--- src/rtl/hs_reg_pipe_pkg.sv ---
// Shared helpers for the handshaked register pipe.
// clog2 sizes the occupancy counter so it can hold 0..DEPTH.
package hs_reg_pipe_pkg;

    function automatic int clog2(input int n);
        int r;
        r = 0;
        while ((1 << r) < n) begin
            r = r + 1;
        end
        return (r < 1) ? 1 : r;
    endfunction

endpackage

--- src/rtl/hs_reg_stage.sv ---
// One valid/ready register stage; ready looks through to the next stage so a full
// chain still streams one word per cycle.
module hs_reg_stage #(
    parameter int                    DATA_WIDTH = 8,
    parameter logic [DATA_WIDTH-1:0] INIT_VAL   = '0
) (
    input  logic                  clk,
    input  logic                  rst,
    input  logic                  flush,
    input  logic                  in_vld,
    input  logic [DATA_WIDTH-1:0] in_data,
    output logic                  in_rd,
    output logic                  out_vld,
    output logic [DATA_WIDTH-1:0] out_data,
    input  logic                  out_rd
);

    logic                  r_vld;
    logic [DATA_WIDTH-1:0] r_data;

    assign in_rd    = ~r_vld | out_rd;
    assign out_vld  = r_vld;
    assign out_data = r_data;

    // Flush only clears valid; bubbles never overwrite the held data.
    always_ff @(posedge clk or posedge rst) begin
        if (rst) begin
            r_vld  <= 1'b0;
            r_data <= INIT_VAL;
        end else if (flush) begin
            r_vld  <= 1'b0;
        end else if (in_rd) begin
            r_vld <= in_vld;
            if (in_vld) begin
                r_data <= in_data;
            end
        end
    end

endmodule

--- src/rtl/hs_reg_pipe.sv ---
// DEPTH-stage valid/ready register pipe with flush and a registered occupancy count.
// Latency is DEPTH cycles; full throughput under continuous dout_rd.
module hs_reg_pipe
    import hs_reg_pipe_pkg::*;
#(
    parameter int                    DATA_WIDTH = 8,
    parameter int                    DEPTH      = 2,
    parameter logic [DATA_WIDTH-1:0] INIT_VAL   = '0,
    localparam int                   OCC_W      = clog2(DEPTH + 1)
) (
    input  logic                  clk,
    input  logic                  rst,
    input  logic [DATA_WIDTH-1:0] din_data,
    input  logic                  din_vld,
    output logic                  din_rd,
    output logic [DATA_WIDTH-1:0] dout_data,
    output logic                  dout_vld,
    input  logic                  dout_rd,
    input  logic                  flush,
    output logic [OCC_W-1:0]      occupancy
);

    // Index i is the input side of stage i; index DEPTH is the pipe output.
    logic [DEPTH:0]                 w_vld;
    logic [DEPTH:0]                 w_rd;
    logic [DEPTH:0][DATA_WIDTH-1:0] w_data;
    logic                           w_in_xfer;
    logic                           w_out_xfer;
    logic [OCC_W-1:0]               r_occ;

    assign w_vld[0]  = din_vld;
    assign w_data[0] = din_data;
    assign w_rd[DEPTH] = dout_rd;

    for (genvar i = 0; i < DEPTH; i++) begin : g_stage
        hs_reg_stage #(
            .DATA_WIDTH (DATA_WIDTH),
            .INIT_VAL   (INIT_VAL)
        ) u_stage (
            .clk      (clk),
            .rst      (rst),
            .flush    (flush),
            .in_vld   (w_vld[i]),
            .in_data  (w_data[i]),
            .in_rd    (w_rd[i]),
            .out_vld  (w_vld[i+1]),
            .out_data (w_data[i+1]),
            .out_rd   (w_rd[i+1])
        );
    end

    assign din_rd    = w_rd[0] & ~flush;
    assign dout_vld  = w_vld[DEPTH];
    assign dout_data = w_data[DEPTH];

    assign w_in_xfer  = din_vld & din_rd;
    assign w_out_xfer = dout_vld & dout_rd;

    always_ff @(posedge clk or posedge rst) begin
        if (rst) begin
            r_occ <= '0;
        end else if (flush) begin
            r_occ <= '0;
        end else if (w_in_xfer && !w_out_xfer) begin
            r_occ <= r_occ + OCC_W'(1);
        end else if (!w_in_xfer && w_out_xfer) begin
            r_occ <= r_occ - OCC_W'(1);
        end
    end

    assign occupancy = r_occ;

endmodule

--- config.mk ---
export PLATFORM = sky130hd
export DESIGN_NAME = hs_reg_pipe
export DESIGN_NICKNAME = d
export VERILOG_FILES = /design/src/rtl/hs_reg_pipe_pkg.sv /design/src/rtl/hs_reg_stage.sv /design/src/rtl/hs_reg_pipe.sv
export SDC_FILE = /design/constraint.sdc
export NUM_CORES = 1
export LEC_CHECK = 0
export CAP_MARGIN = 20
export CORE_ASPECT_RATIO = 1.25
export CORE_MARGIN = 5
export CORE_UTILIZATION = 49
export CTS_CLUSTER_SIZE = 25
export DETAILED_ROUTE_END_ITERATION = 12
export HOLD_SLACK_MARGIN = 0.1
export PLACE_DENSITY = 0.82
export SYNTH_ARGS = -nofsm -noshare
export SYNTH_HDL_FRONTEND = slang
export SYNTH_HIERARCHICAL = 1
export SYNTH_SLANG_ARGS = --single-unit
--- constraint.sdc ---
create_clock -name clk -period 2.4 [get_ports clk]
set_input_delay 0.48 -clock clk [delete_from_list [all_inputs] [get_ports clk]]
set_output_delay 0.48 -clock clk [all_outputs]
set_load 0.01 [all_outputs]
==> results of run 1 <==
[metal layers]
metal | up-vias | wire [um]
met1 | 305 | 674
met5 | - | 0
li1 | 293 | -
met2 | 23 | 816
met3 | 8 | 105
met4 | 0 | 60
[worst max path at each step]
stage	startpoint	endpoint	slack, ns	cells past startpoint
6_report	dout_rd	din_rd	0.23	7
5_1_grt	g_stage[1].u_stage/out_vld	din_rd	0.12	6
4_1_cts	g_stage[1].u_stage/out_vld	din_rd	0.20	6
3_5_place_dp	dout_rd	din_rd	-0.03	7
3_3_place_gp	dout_rd	din_rd	-0.003	7
2_1_floorplan	g_stage[1].u_stage/out_vld	occupancy[0]	0.80	7
[sequential cells by signal, summed over array words and instances, names as in the netlist]
register                  count
occupancy                     2
g_stage.u_stage/out_data     16
g_stage.u_stage/out_vld       2
[kinds of logic (layout without fill, tap and decap cells)]
group | Yosys count | after routing | synth area share (%)
compound gates | 4 | 4 | 3.37
xor+xnor | 1 | 1 | 0.983
buf+inv | 6 | 39 | 2.53
flops | 20 | 20 | 56.2
mux | 18 | 18 | 22.6
simple gates | 16 | 16 | 14.3
[area by class of cell]
cell class / instances / share of cell area, %
tap: 19 / 1.93
clock buffer: 3 / 1.83
inverter: 6 / 1.83
sequential: 20 / 40.6
timing repair buffer: 30 / 24.0
multi-input combinational: 39 / 29.8
[cell usage in the layout (no fill, tap or decap), drive strengths merged]
cell | Yosys | routed
a21boi | 1 | 1
a21oi | 1 | 1
and4b | 1 | 1
buf | 0 | 6
clkbuf | 0 | 3
clkdlybuf4s50 | 0 | 23
dfrtp | 20 | 20
dlygate4sd2 | 0 | 1
inv | 6 | 6
mux2 | 17 | 17
mux2i | 1 | 1
nand2 | 3 | 3
nor2 | 6 | 6
nor2b | 3 | 3
nor3b | 2 | 2
nor4bb | 1 | 1
o2111ai | 1 | 1
o311ai | 1 | 1
xor2 | 1 | 1
[per-stage QoR]
step / power [mW] / worst slack, ns
final: 0.839 / 0.226
after global routing: 0.885 / 0.120
after CTS: 0.850 / 0.201
after detailed placement: 0.702 / -0.0339
after global placement: 0.695 / -0.00338
after floorplan: 0.553 / 0.795
[power by group]
part	switching, mW	total [mW]	internal [mW]
registers	0.0392	0.443	0.404
clock network	0.0885	0.147	0.0583
logic	0.0860	0.249	0.163
total	0.214	0.839	0.625
[worst max-delay path: stages]
cell and delay (ns):
dlygate4sd2_1 0.29, nor2b_4 0.12, inv_1 0.07, nor2b_4 0.11, inv_1 0.05, nor2b_1 0.12, clkdlybuf4s50_1 0.47
==> results.json, run 1 <==
{
  "timing.rr.end": "g_stage[0].u_stage/out_data[6]",
  "clock_path_buffers": 2,
  "gp_congestion": 0.754,
  "rr_worst_depth": 7,
  "p_per_area_mw_per_mm2": 680,
  "rsz0062_at_grt": "false",
  "grt_use_met3_pct": 2.80,
  "fin_area_mm2": 0.00123,
  "die_w_um": 48.1,
  "reg2reg_from": "g_stage[1].u_stage/out_vld",
  "ys_types": 18,
  "fin_util_pct": 70.7,
  "syn_area_per_cell_um2": 13.7,
  "num_vias": 629,
  "worstPathRequired_ns": 1.92,
  "synthFlopType": "dfrtp_1",
  "routedWlPerCell_um": 14.2,
  "htree_num_levels": 1,
  "fmax_ghz": 0.460,
  "ys_warn_count": 6,
  "synth_fp_nets": 78,
  "setup_viol": 0,
  "path_class": "in2out",
  "slew_violations": 0,
  "yosys_register_bits": 20,
  "critPathLaunchType": "input pin",
  "synth_edf_count": 0,
  "cts_buffers": 3,
  "grt_antenna_before_repair": 0,
  "syn_area_um2": 891,
  "cts_resized": 1,
  "n_antenna_cell": 0,
  "avgViaCountPerCell": 5.38,
  "nNetsFinal": 113,
  "max-slew-margin-rel_pct": 75.8,
  "root_buffer": "clkbuf_4",
  "row_count": 17,
  "grt_max_degree": 11,
  "finalHoldViolations": 0,
  "regArea_um2": 500,
  "worst_pin_slew_ns": 0.363,
  "tns_ns": 0,
  "ys_top_cells_by_area": "dfrtp_1 56%, mux2_2 20%, nor3b_4 4.2%",
  "die_h_um": 57.7,
  "initial_core_util_pct": 51.1,
  "synth_top_cell_by_area": "dfrtp_1",
  "pin_count": 25,
  "layout_min_cycle_time_ns": 2.17,
  "wirelength_um": 1660,
  "crit_path_end_kind": "output pin",
  "hold_buffers": 0,
  "drt_pre_antenna_iters": 2,
  "cts_tree": "built",
  "drtAntennaViolNets": 0,
  "coreArea_mm2": 0.00174,
  "stdcell_count": 117,
  "grt_most_used_layer": "met2",
  "synthDominantCellAreaShare_pct": 56.2,
  "port_buffers": 24,
  "multiInputGateArea_um2": 368,
  "clock-sinks": 20,
  "first_global_vias": 706,
  "ir_worst_vdd_v": 0.000553,
  "hpwl_um": 1330,
  "status": "finished, final reports clean",
  "cap_violations": 0,
  "seq_area_frac_synth_pct": 56.2,
  "areaGrowthSynthToFinish_pct": 38.5,
  "clk_pin_slew_ns": 0.10,
  "fin_crit_sh_pct": 90.6,
  "gr-usage-met1_pct": 18.9,
  "finClkSkew_ns": 0.00140,
  "synth_commonest_cells": "20 x dfrtp_1, 16 x mux2_2, 6 x inv_1, 6 x nor2_1",
  "drt_first_iter_violations": 1,
  "met2_usage_pct": 23.4,
  "synth_most_common_cell": "dfrtp_1",
  "drc": 0,
  "leakagePower_nw": 0.535,
  "synthArstFlopShare_pct": 100,
  "place_area_mm2": 0.00121,
  "hp-class": "in2async",
  "fillerInstances": 132,
  "worst-r2r-setup-slack_ns": 0.76,
  "holdWs_ns": 0.415,
  "worstPathMaxFanout": 4,
  "track_usage_pct": 15.2,
  "synthCells": 65,
  "clkLatencyLatePin_ns": 0.29,
  "fp.dieArea_mm2": 0.00278,
  "post-cts-setup-buffers": 0,
  "grt-ovfl-total": 0,
  "cp.arrival_ns": 1.69,
  "grt_first_pass_wirelength_um": 3000,
  "drive_gt1_share_pct": 30.6,
  "dp_cells": 114
}
No activity file was read; power rests on OpenSTA's default activity.
==> inputs of run 2 (changes only) <==
ABC_CLOCK_PERIOD_IN_PS = 2400   (was not set)
CELL_PAD_IN_SITES_DETAIL_PLACEMENT = 0   (was not set)
CELL_PAD_IN_SITES_GLOBAL_PLACEMENT = 2   (was not set)
CORE_UTILIZATION = 32   (was 49)
PLACE_DENSITY = not set   (was 0.82)
PLACE_DENSITY_LB_ADDON = 0.1   (was not set)
==> run 2 against run 1 <==
Maximum frequency grew 6.4%. Utilization shrank 24 points. Cell count grew 14%. Die area grew 42%. Sequential cell count is the same. Count of clock-buffer cells in the layout is the same. Worst setup slack gained 0.13 ns. Sequential share of layout area shrank 0.57 points. Critical endpoint unchanged. Largest power group unchanged.
==> results.json, run 2 (same netlist as run 1, synthesis figures left out) <==
{
  "fmax_ghz": 0.489,
  "rr_worst_depth": 7,
  "grt-ovfl-total": 0,
  "port_buffers": 24,
  "nNetsFinal": 114,
  "hpwl_um": 1330,
  "drt_first_iter_violations": 8,
  "drt_pre_antenna_iters": 4,
  "ir_worst_vdd_v": 0.000463,
  "grt_max_degree": 11,
  "worst-r2r-setup-slack_ns": 0.78,
  "leakagePower_nw": 0.544,
  "routedWlPerCell_um": 13.4,
  "root_buffer": "clkbuf_4",
  "coreArea_mm2": 0.00268,
  "fin_util_pct": 46.7,
  "clock-sinks": 20,
  "grt_antenna_before_repair": 0,
  "die_w_um": 57.2,
  "tns_ns": 0,
  "crit_path_end_kind": "output pin",
  "max-slew-margin-rel_pct": 73.5,
  "wirelength_um": 1780,
  "drive_gt1_share_pct": 31.3,
  "n_antenna_cell": 0,
  "avgViaCountPerCell": 4.62,
  "drc": 0,
  "reg2reg_from": "g_stage[1].u_stage/out_vld",
  "cts_buffers": 3,
  "finClkSkew_ns": 0.0138,
  "die_h_um": 69.0,
  "p_per_area_mw_per_mm2": 671,
  "layout_common_cells": "23 x clkdlybuf4s50_1, 20 x dfrtp_1, 16 x mux2_2, 7 x buf_4",
  "pin_count": 25,
  "drtAntennaViolNets": 0,
  "fp.dieArea_mm2": 0.00395,
  "layout_min_cycle_time_ns": 2.04,
  "htree_num_levels": 1,
  "areaGrowthSynthToFinish_pct": 40.4,
  "path_class": "in2out",
  "cap_violations": 0,
  "grt_first_pass_wirelength_um": 2920,
  "worstPathRequired_ns": 1.92,
  "slew_violations": 0,
  "row_count": 21,
  "first_global_vias": 630,
  "final_common_cell": "clkdlybuf4s50_1",
  "rsz0062_at_grt": "false",
  "status": "finished, final reports clean",
  "cts_tree": "built",
  "clkLatencyLatePin_ns": 0.30,
  "finalHoldViolations": 0,
  "worstPathMaxFanout": 2,
  "num_vias": 614,
  "gp_congestion": 0.649,
  "track_usage_pct": 10.3,
  "clk_pin_slew_ns": 0.11,
  "setup_viol": 0,
  "timing.rr.end": "g_stage[0].u_stage/out_data[4]",
  "clock_path_buffers": 2,
  "critPathLaunchType": "input pin",
  "worst_pin_slew_ns": 0.397,
  "cp.arrival_ns": 1.56,
  "largest_register_ffs": 16,
  "fin_crit_sh_pct": 85.1,
  "initial_core_util_pct": 33.2,
  "hp-class": "in2async",
  "hold_buffers": 0
}
==> run 2: cell count changes in the layout (fill, tap and decap cells not counted) <==
cell | previous run | this run
dlygate4sd2_1 | 1 | 0
buf_4 | 5 | 7
dlymetal6s2s_1 | 0 | 1
buf_12 | 1 | 0
==> run 2: worst max-delay path by stage <==
stage                               start      endpoint  slack, ns
2_1_floorplan  g_stage[1].u_stage/out_vld  occupancy[0]       0.80
3_3_place_gp                      dout_rd        din_rd       0.02
3_5_place_dp                      dout_rd        din_rd       0.02
4_1_cts                           dout_rd        din_rd      0.006
5_1_grt                           dout_rd        din_rd       0.27
6_report                          dout_rd        din_rd       0.36
==> run 2: final cells by class <==
class / instances / area (um^2)
clock buffer: 3 / 22.5
fill: 264 / 1430
inverter: 6 / 22.5
multi-input combinational: 39 / 368
sequential: 20 / 500
tap: 34 / 42.5
timing repair buffer: 31 / 295
==> run 2: what timing repair did <==
item                                    in CTS  in global routing
buffers inserted                             0                  0
endpoints found under the setup margin       0                  1
resized for setup                            0                  1
hold endpoints to repair                     0                  0
==> run 2: per-layer routing <==
layer	GRT usage [%]	routed length, um	up-vias	part of all wire [%]
met3	2.98	105	4	5.9
li1	-	-	294	-
met1	10.9	763	298	43
met5	0	0	-	0
met2	17.9	867	18	49
met4	6.96	40	0	2.3
==> run 2: critical path, cell delays in order <==
cell and delay (ns):
clkdlybuf4s50_1 0.46, nor2b_4 0.13, inv_1 0.06, nor2b_4 0.11, inv_1 0.05, nor2b_1 0.12, dlymetal6s2s_1 0.16
==> run 2: stage by stage <==
| step | cell area, um^2 | cells | hold slack, ns | worst slack [ns] | power, mW |
|---|---|---|---|---|---|
| after global placement | 1230 | 130 | 0.483 | 0.0244 | 0.696 |
| after floorplan | 891 | 65 | 0.221 | 0.795 | 0.553 |
| after detailed placement | 1230 | 130 | 0.492 | 0.0166 | 0.701 |
| final | 1250 | 133 | 0.375 | 0.356 | 0.840 |
| after global routing | 1250 | 133 | 0.372 | 0.269 | 0.894 |
| after CTS | 1250 | 133 | 0.366 | 0.00599 | 0.862 |
==> run 2: power by group <==
| part | total, mW | switching [mW] | internal (mW) |
|---|---|---|---|
| Clock | 0.152 | 0.0939 | 0.0585 |
| Sequential | 0.440 | 0.0369 | 0.403 |
| Combinational | 0.247 | 0.0847 | 0.162 |
==> variant 1, RTL diff (config.mk and constraints of run 2) <==
`DATA_WIDTH` is set to 8 in 2 places; all go to 6.
--- a/src/rtl/hs_reg_stage.sv
+++ b/src/rtl/hs_reg_stage.sv
@@ -1,7 +1,7 @@
 // One valid/ready register stage; ready looks through to the next stage so a full
 // chain still streams one word per cycle.
 module hs_reg_stage #(
-    parameter int                    DATA_WIDTH = 8,
+    parameter int                    DATA_WIDTH = 6,
     parameter logic [DATA_WIDTH-1:0] INIT_VAL   = '0
 ) (
     input  logic                  clk,
--- a/src/rtl/hs_reg_pipe.sv
+++ b/src/rtl/hs_reg_pipe.sv
@@ -3,7 +3,7 @@
 module hs_reg_pipe
     import hs_reg_pipe_pkg::*;
 #(
-    parameter int                    DATA_WIDTH = 8,
+    parameter int                    DATA_WIDTH = 6,
     parameter int                    DEPTH      = 2,
     parameter logic [DATA_WIDTH-1:0] INIT_VAL   = '0,
     localparam int                   OCC_W      = clog2(DEPTH + 1)
Ports: changed (resized din_data and dout_data); port bits go from 25 to 21. No check against the original RTL was run, so the function may have changed too.
==> variant 1 against run 2 <==
- core utilization is 0.80 points higher
- cell area shrank 16%
- synthesized area down 16%
- wire length down 21%
- critical path type unchanged
- worst setup slack worse by 0.15 ns
- total power decreased by 14%
- fmax shrank 6.9%
- sequential cell count down 4
- largest power group unchanged
==> variant 1: results (changes against run 2) <==
Parameter                              Value

Outcome
  Status    completed

Synth
  Most used standard cells in the synthesized netlist    16 x sky130_fd_sc_hd__dfrtp_1, 12 x sky130_fd_sc_hd__mux2_2, 6 x sky130_fd_sc_hd__inv_1, 6 x sky130_fd_sc_hd__nor2_1
  Post-synth net total    68 (-13%)
  Sequential-to-total area share from yosys stat    0.537 (-0.0249)

Placed design
  Hpwl dp    1140 um (-14%)
  Cell area after placement    1010 sq um (-17%)
  Routability congestion estimate    0.632 (-2.7%)
  Port-buffer cells    20 (-17%)

Timing
  Transition at the pin with the smallest max-transition slack    0.378 ns (-0.0196 ns)
  Largest clock skew in the final design    0.000403 ns (-0.0134 ns)

Cells and area
  Share of the final layout cell area in multi-input gates    0.308 (+0.0135)
  Final-layout non-clock buffer area share    0.218 (-0.0179)
  Footprint of the multi-input gates    323 sq um (-12%)
  Clock buffer cells    4 (+1)
  Seq_cells    16 (-20%)
  Nets    97 (-15%)
  Flip-flop and latch share of the layout cell area    0.381 (-0.0186)
  Buffer count excluding the clock tree in the final layout    24 (-23%)
  Clock-cell share    0.0346 (+0.0166)
  Share of layout cells above drive strength 1    0.294 (-0.0190)

Power
  VDD IR max    0.000468 V (+1.1%)
  Total leakage power    0.451 nW (-17%)
  Cell Int Power    541 uW (-13%)

Drt
  Metal-1 WL    540 um (-29%)
  Routed met2 length    775 um (-11%)
  Routed wirelength normalized by instance count    12.1 um (-9.7%)
  Drt via density    4.45 (-3.6%)
  Met3 wire length    70 um (-33%)

Clocking
  Clock latency reported for the late side of the worst-skew pair    0.27 ns (-0.03 ns)
  Clock edge transition at the registers on the reported setup and hold paths    0.09 ns (-0.02 ns)
  Post_cts resized    1 (+1)

Setup path
  Setup slack, reg-to-reg    0.76 ns (-0.02 ns)
  Reg2reg path depth    6 (-1)
  Maximum fanout along the worst path    4 (+2)

GRT
  Vias in the first global route    595 (-5.6%)
  Met1 layer usage reported by global route    0.111 (+0.00277)
  Met3 track demand over resource in global routing    0.0209 (-0.00886)
  Fraction of met2 tracks used by global routing    0.174 (-0.00466)
  First-pass GRT wire length    2570 um (-12%)
==> variant 1: cell types whose count changed after synthesis <==
cell                      change
sky130_fd_sc_hd__mux2_2       -4
sky130_fd_sc_hd__dfrtp_1      -4
==> variant 1: logic make-up after synthesis <==
logic type | after synthesis | share of synthesized area
flops | 16 | 0.537
simple gates | 16 | 0.171
mux | 14 | 0.210
buf+inv | 6 | 0.0302
xor+xnor | 1 | 0.0117
compound gates | 4 | 0.0403
==> variant 1: how the worst max path moves through the flow <==
stage	startpoint	end	slack, ns	depth (start not counted)
5_1_grt	dout_rd	din_rd	0.13	7
2_1_floorplan	g_stage[1].u_stage/out_vld	occupancy[0]	0.80	7
6_report	dout_rd	din_rd	0.21	7
3_5_place_dp	dout_rd	din_rd	-0.04	7
3_3_place_gp	dout_rd	din_rd	-0.02	7
4_1_cts	dout_rd	din_rd	0.19	7
==> variant 1: power by group through the flow <==
stage | clock network (mW) | registers [mW] | logic (mW)
after floorplan | 0 | 0.368 | 0.0733
after global placement | 0 | 0.356 | 0.200
after detailed placement | 0 | 0.357 | 0.201
after CTS | 0.181 | 0.352 | 0.201
after global routing | 0.193 | 0.359 | 0.212
final | 0.172 | 0.351 | 0.196
==> variant 1: metrics by stage <==
| step | utilization | hold slack (ns) | std cells | worst slack, ns | TNS (ns) |
|---|---|---|---|---|---|
| floorplan | - | 0.221 | 57 | 0.795 | 0 |
| global placement | 0.459 | 0.488 | 112 | -0.0239 | -0.0239 |
| detailed placement | 0.459 | 0.494 | 112 | -0.0428 | -0.0428 |
| CTS | 0.475 | 0.409 | 116 | 0.190 | 0 |
| global route | 0.475 | 0.423 | 116 | 0.129 | 0 |
| finish | 0.475 | 0.410 | 116 | 0.205 | 0 |
==> variant 2, RTL diff (flow settings as in run 2) <==
Made on the original files. Register the output `dout_data`, cleared by the reset; this adds one clock of latency there. The other outputs are not delayed to match.
--- a/src/rtl/hs_reg_pipe.sv
+++ b/src/rtl/hs_reg_pipe.sv
@@ -51,7 +51,13 @@
 
     assign din_rd    = w_rd[0] & ~flush;
     assign dout_vld  = w_vld[DEPTH];
-    assign dout_data = w_data[DEPTH];
+    always_ff @(posedge clk or posedge rst) begin
+        if (rst) begin
+            dout_data <= '0;
+        end else begin
+            dout_data <= w_data[DEPTH];
+        end
+    end
 
     assign w_in_xfer  = din_vld & din_rd;
     assign w_out_xfer = dout_vld & dout_rd;
Behaviour: not the same (a bounded check fails within 4 cycles, from zero or initial values and one cycle with rst high).
==> variant 2 against run 2 <==
- worst hold slack improved by 0.0058 ns
- worst setup slack got worse by 0.12 ns
- synthesized area increased by 21%
- total power increased by 38%
- cell area increased by 18%
- die area increased by 18%
- sequential cell count increased by 8
- wire length increased by 17%
- register-to-register slack improved by 0.02 ns
- critical endpoint unchanged
- core utilization decreased by 0.99 points
- highest routed layer unchanged
- combinational power increased by 2%
==> variant 2: results (changes against run 2) <==
Parameter                              Value

Outcome
  Status    completed

Synth
  Complex-gate fraction of the synthesized area    0.0162 (-0.0175)
  EDFF count, synth    0 (unchanged)
  Yosys cell types    18 (unchanged)
  Share of the synthesized netlist area taken by xor and xnor gates    0.00809 (-0.00174)
  Adder and majority cell fraction of the synthesized area    0 (unchanged)
  Multiplexer area fraction after synthesis    0.177 (-0.0492)
  Sequential-to-total area share from yosys stat    0.647 (+0.0856)
  Most used standard cells in the synthesized netlist    28 x sky130_fd_sc_hd__dfrtp_1, 16 x sky130_fd_sc_hd__mux2_2, 6 x sky130_fd_sc_hd__nor2_1, 5 x sky130_fd_sc_hd__inv_1
  Main area contributors after synthesis    sky130_fd_sc_hd__dfrtp_1 65%, sky130_fd_sc_hd__mux2_2 17%, sky130_fd_sc_hd__nor3b_4 3.5%, sky130_fd_sc_hd__nor2b_4 2.5%, sky130_fd_sc_hd__nor2_1 2.1%
  Asr flop ratio synth    1.00 (unchanged)
  Yosys synthesis warning count    6 (unchanged)
  Post-synth net total    85 (+9.0%)

Clocking
  Clock latency reported for the late side of the worst-skew pair    0.27 ns (-0.03 ns)
  Clock buffers created by TritonCTS    3 (unchanged)
  Postcts setup bufs    0 (unchanged)
  Post_cts resized    1 (+1)
  Clock edge transition at the registers on the reported setup and hold paths    0.09 ns (-0.02 ns)
  Count of H-tree levels built during CTS    1 (unchanged)
  Cell at the root of the clock tree    sky130_fd_sc_hd__clkbuf_8
  Maximum root-to-sink buffer count    2 (unchanged)

Setup path
  Critical-path cell with the highest stage delay    sky130_fd_sc_hd__clkdlybuf4s50_1
  Family with the most delay on the worst path    buffers and inverters
  Maximum fanout along the worst path    3 (+1)
  Largest stage delay, worst path    0.47 ns
  WP data arrival    1.69 ns (+0.13 ns)

Power
  VDD IR max    0.000488 V (+5.4%)
  Total leakage power    0.623 nW (+15%)

Timing
  Largest clock skew in the final design    0.00362 ns (-0.0101 ns)
  Worst rel slew slack    0.715 (-0.0199)

Drt
  Total via count in the routed design    667 (+8.6%)
  Detailed Route WL    2080 um (+17%)
  Detailed-router iteration count before antenna repair    2 (-2)
  Violation count after the first detailed-route iteration    14 (+6)

Worst hold path
  Hold/Removal Path Class    reg -> reg

Cells and area
  Flip-flop count of the largest register, all copies and words added    16 (unchanged)
  Share of layout cells above drive strength 1    0.286 (-0.0274)
  Nets    119 (+4.4%)
  ANT cells    0 (unchanged)

Placed design
  Worst-case setup slack after placement    -0.0152 ns (-0.0318 ns)
  Port-buffer cells    24 (unchanged)
  Routability congestion estimate    0.690 (+6.3%)
  Cell area after placement    1420 sq um (+16%)
  Hpwl dp    1530 um (+15%)

GRT
  First-pass GRT wire length    3510 um (+20%)
  Initial antenna violation count    0 (unchanged)
  Aggregate global-route resource usage    0.104 (+0.00110)
  Pin count of the biggest net entering global routing    16 (+5)
  Vias in the first global route    752 (+19%)
## variant 2: worst paths after layout
check | from | end | slack (ns) | cells past startpoint
min | g_stage[1].u_stage/out_data[4] | dout_data[4] | 0.38 | 0
max reg2reg | g_stage[1].u_stage/out_vld | g_stage[0].u_stage/out_data[3] | 0.80 | 7
max in group asynchronous | rst | occupancy[0] | 1.55 | 2
min in group asynchronous | rst | g_stage[0].u_stage/out_data[3] | 0.53 | 2
max | dout_rd | din_rd | 0.23 | 7
min reg2reg | g_stage[1].u_stage/out_data[4] | dout_data[4] | 0.38 | 0
## variant 2: routing by layer
metal	vias up	track usage	wire length [um]
li1	310	-	-
met1	333	0.132	870
met2	19	0.171	1040
met3	5	0.0257	140
met4	0	0.0354	26
met5	-	0	0
## variant 2: metrics by stage
stage	setup TNS [ns]	std cells	power, mW	utilization
floorplan	0	72	0.739	-
global placement	0	138	0.885	0.440
detailed placement	-0.0152	138	0.895	0.440
CTS	0	142	1.18	0.457
global route	0	142	1.23	0.457
finish	0	142	1.16	0.457
## variant 2: cell families (layout without fill, tap and decap cells)
kind of cell,Yosys count,in the layout
mux,17,17
buf+inv,5,38
compound gates,3,3
simple gates,18,18
xor+xnor,1,1
flops,28,28
## variant 2: cell type report
type	instances	area [sq um]
Fill cell	323	1750
Sequential cell	28	701
Multi-Input combinational cell	39	363
Timing Repair Buffer	29	289
Clock buffer	4	55.1
Tap cell	37	46.3
Inverter	5	18.8
## variant 2: report_power, final
part,switching [mW],internal (mW),total [mW]
combinational,0.0881,0.163,0.251
clock,0.133,0.146,0.280
sequential,0.0483,0.578,0.627
total,0.270,0.888,1.16
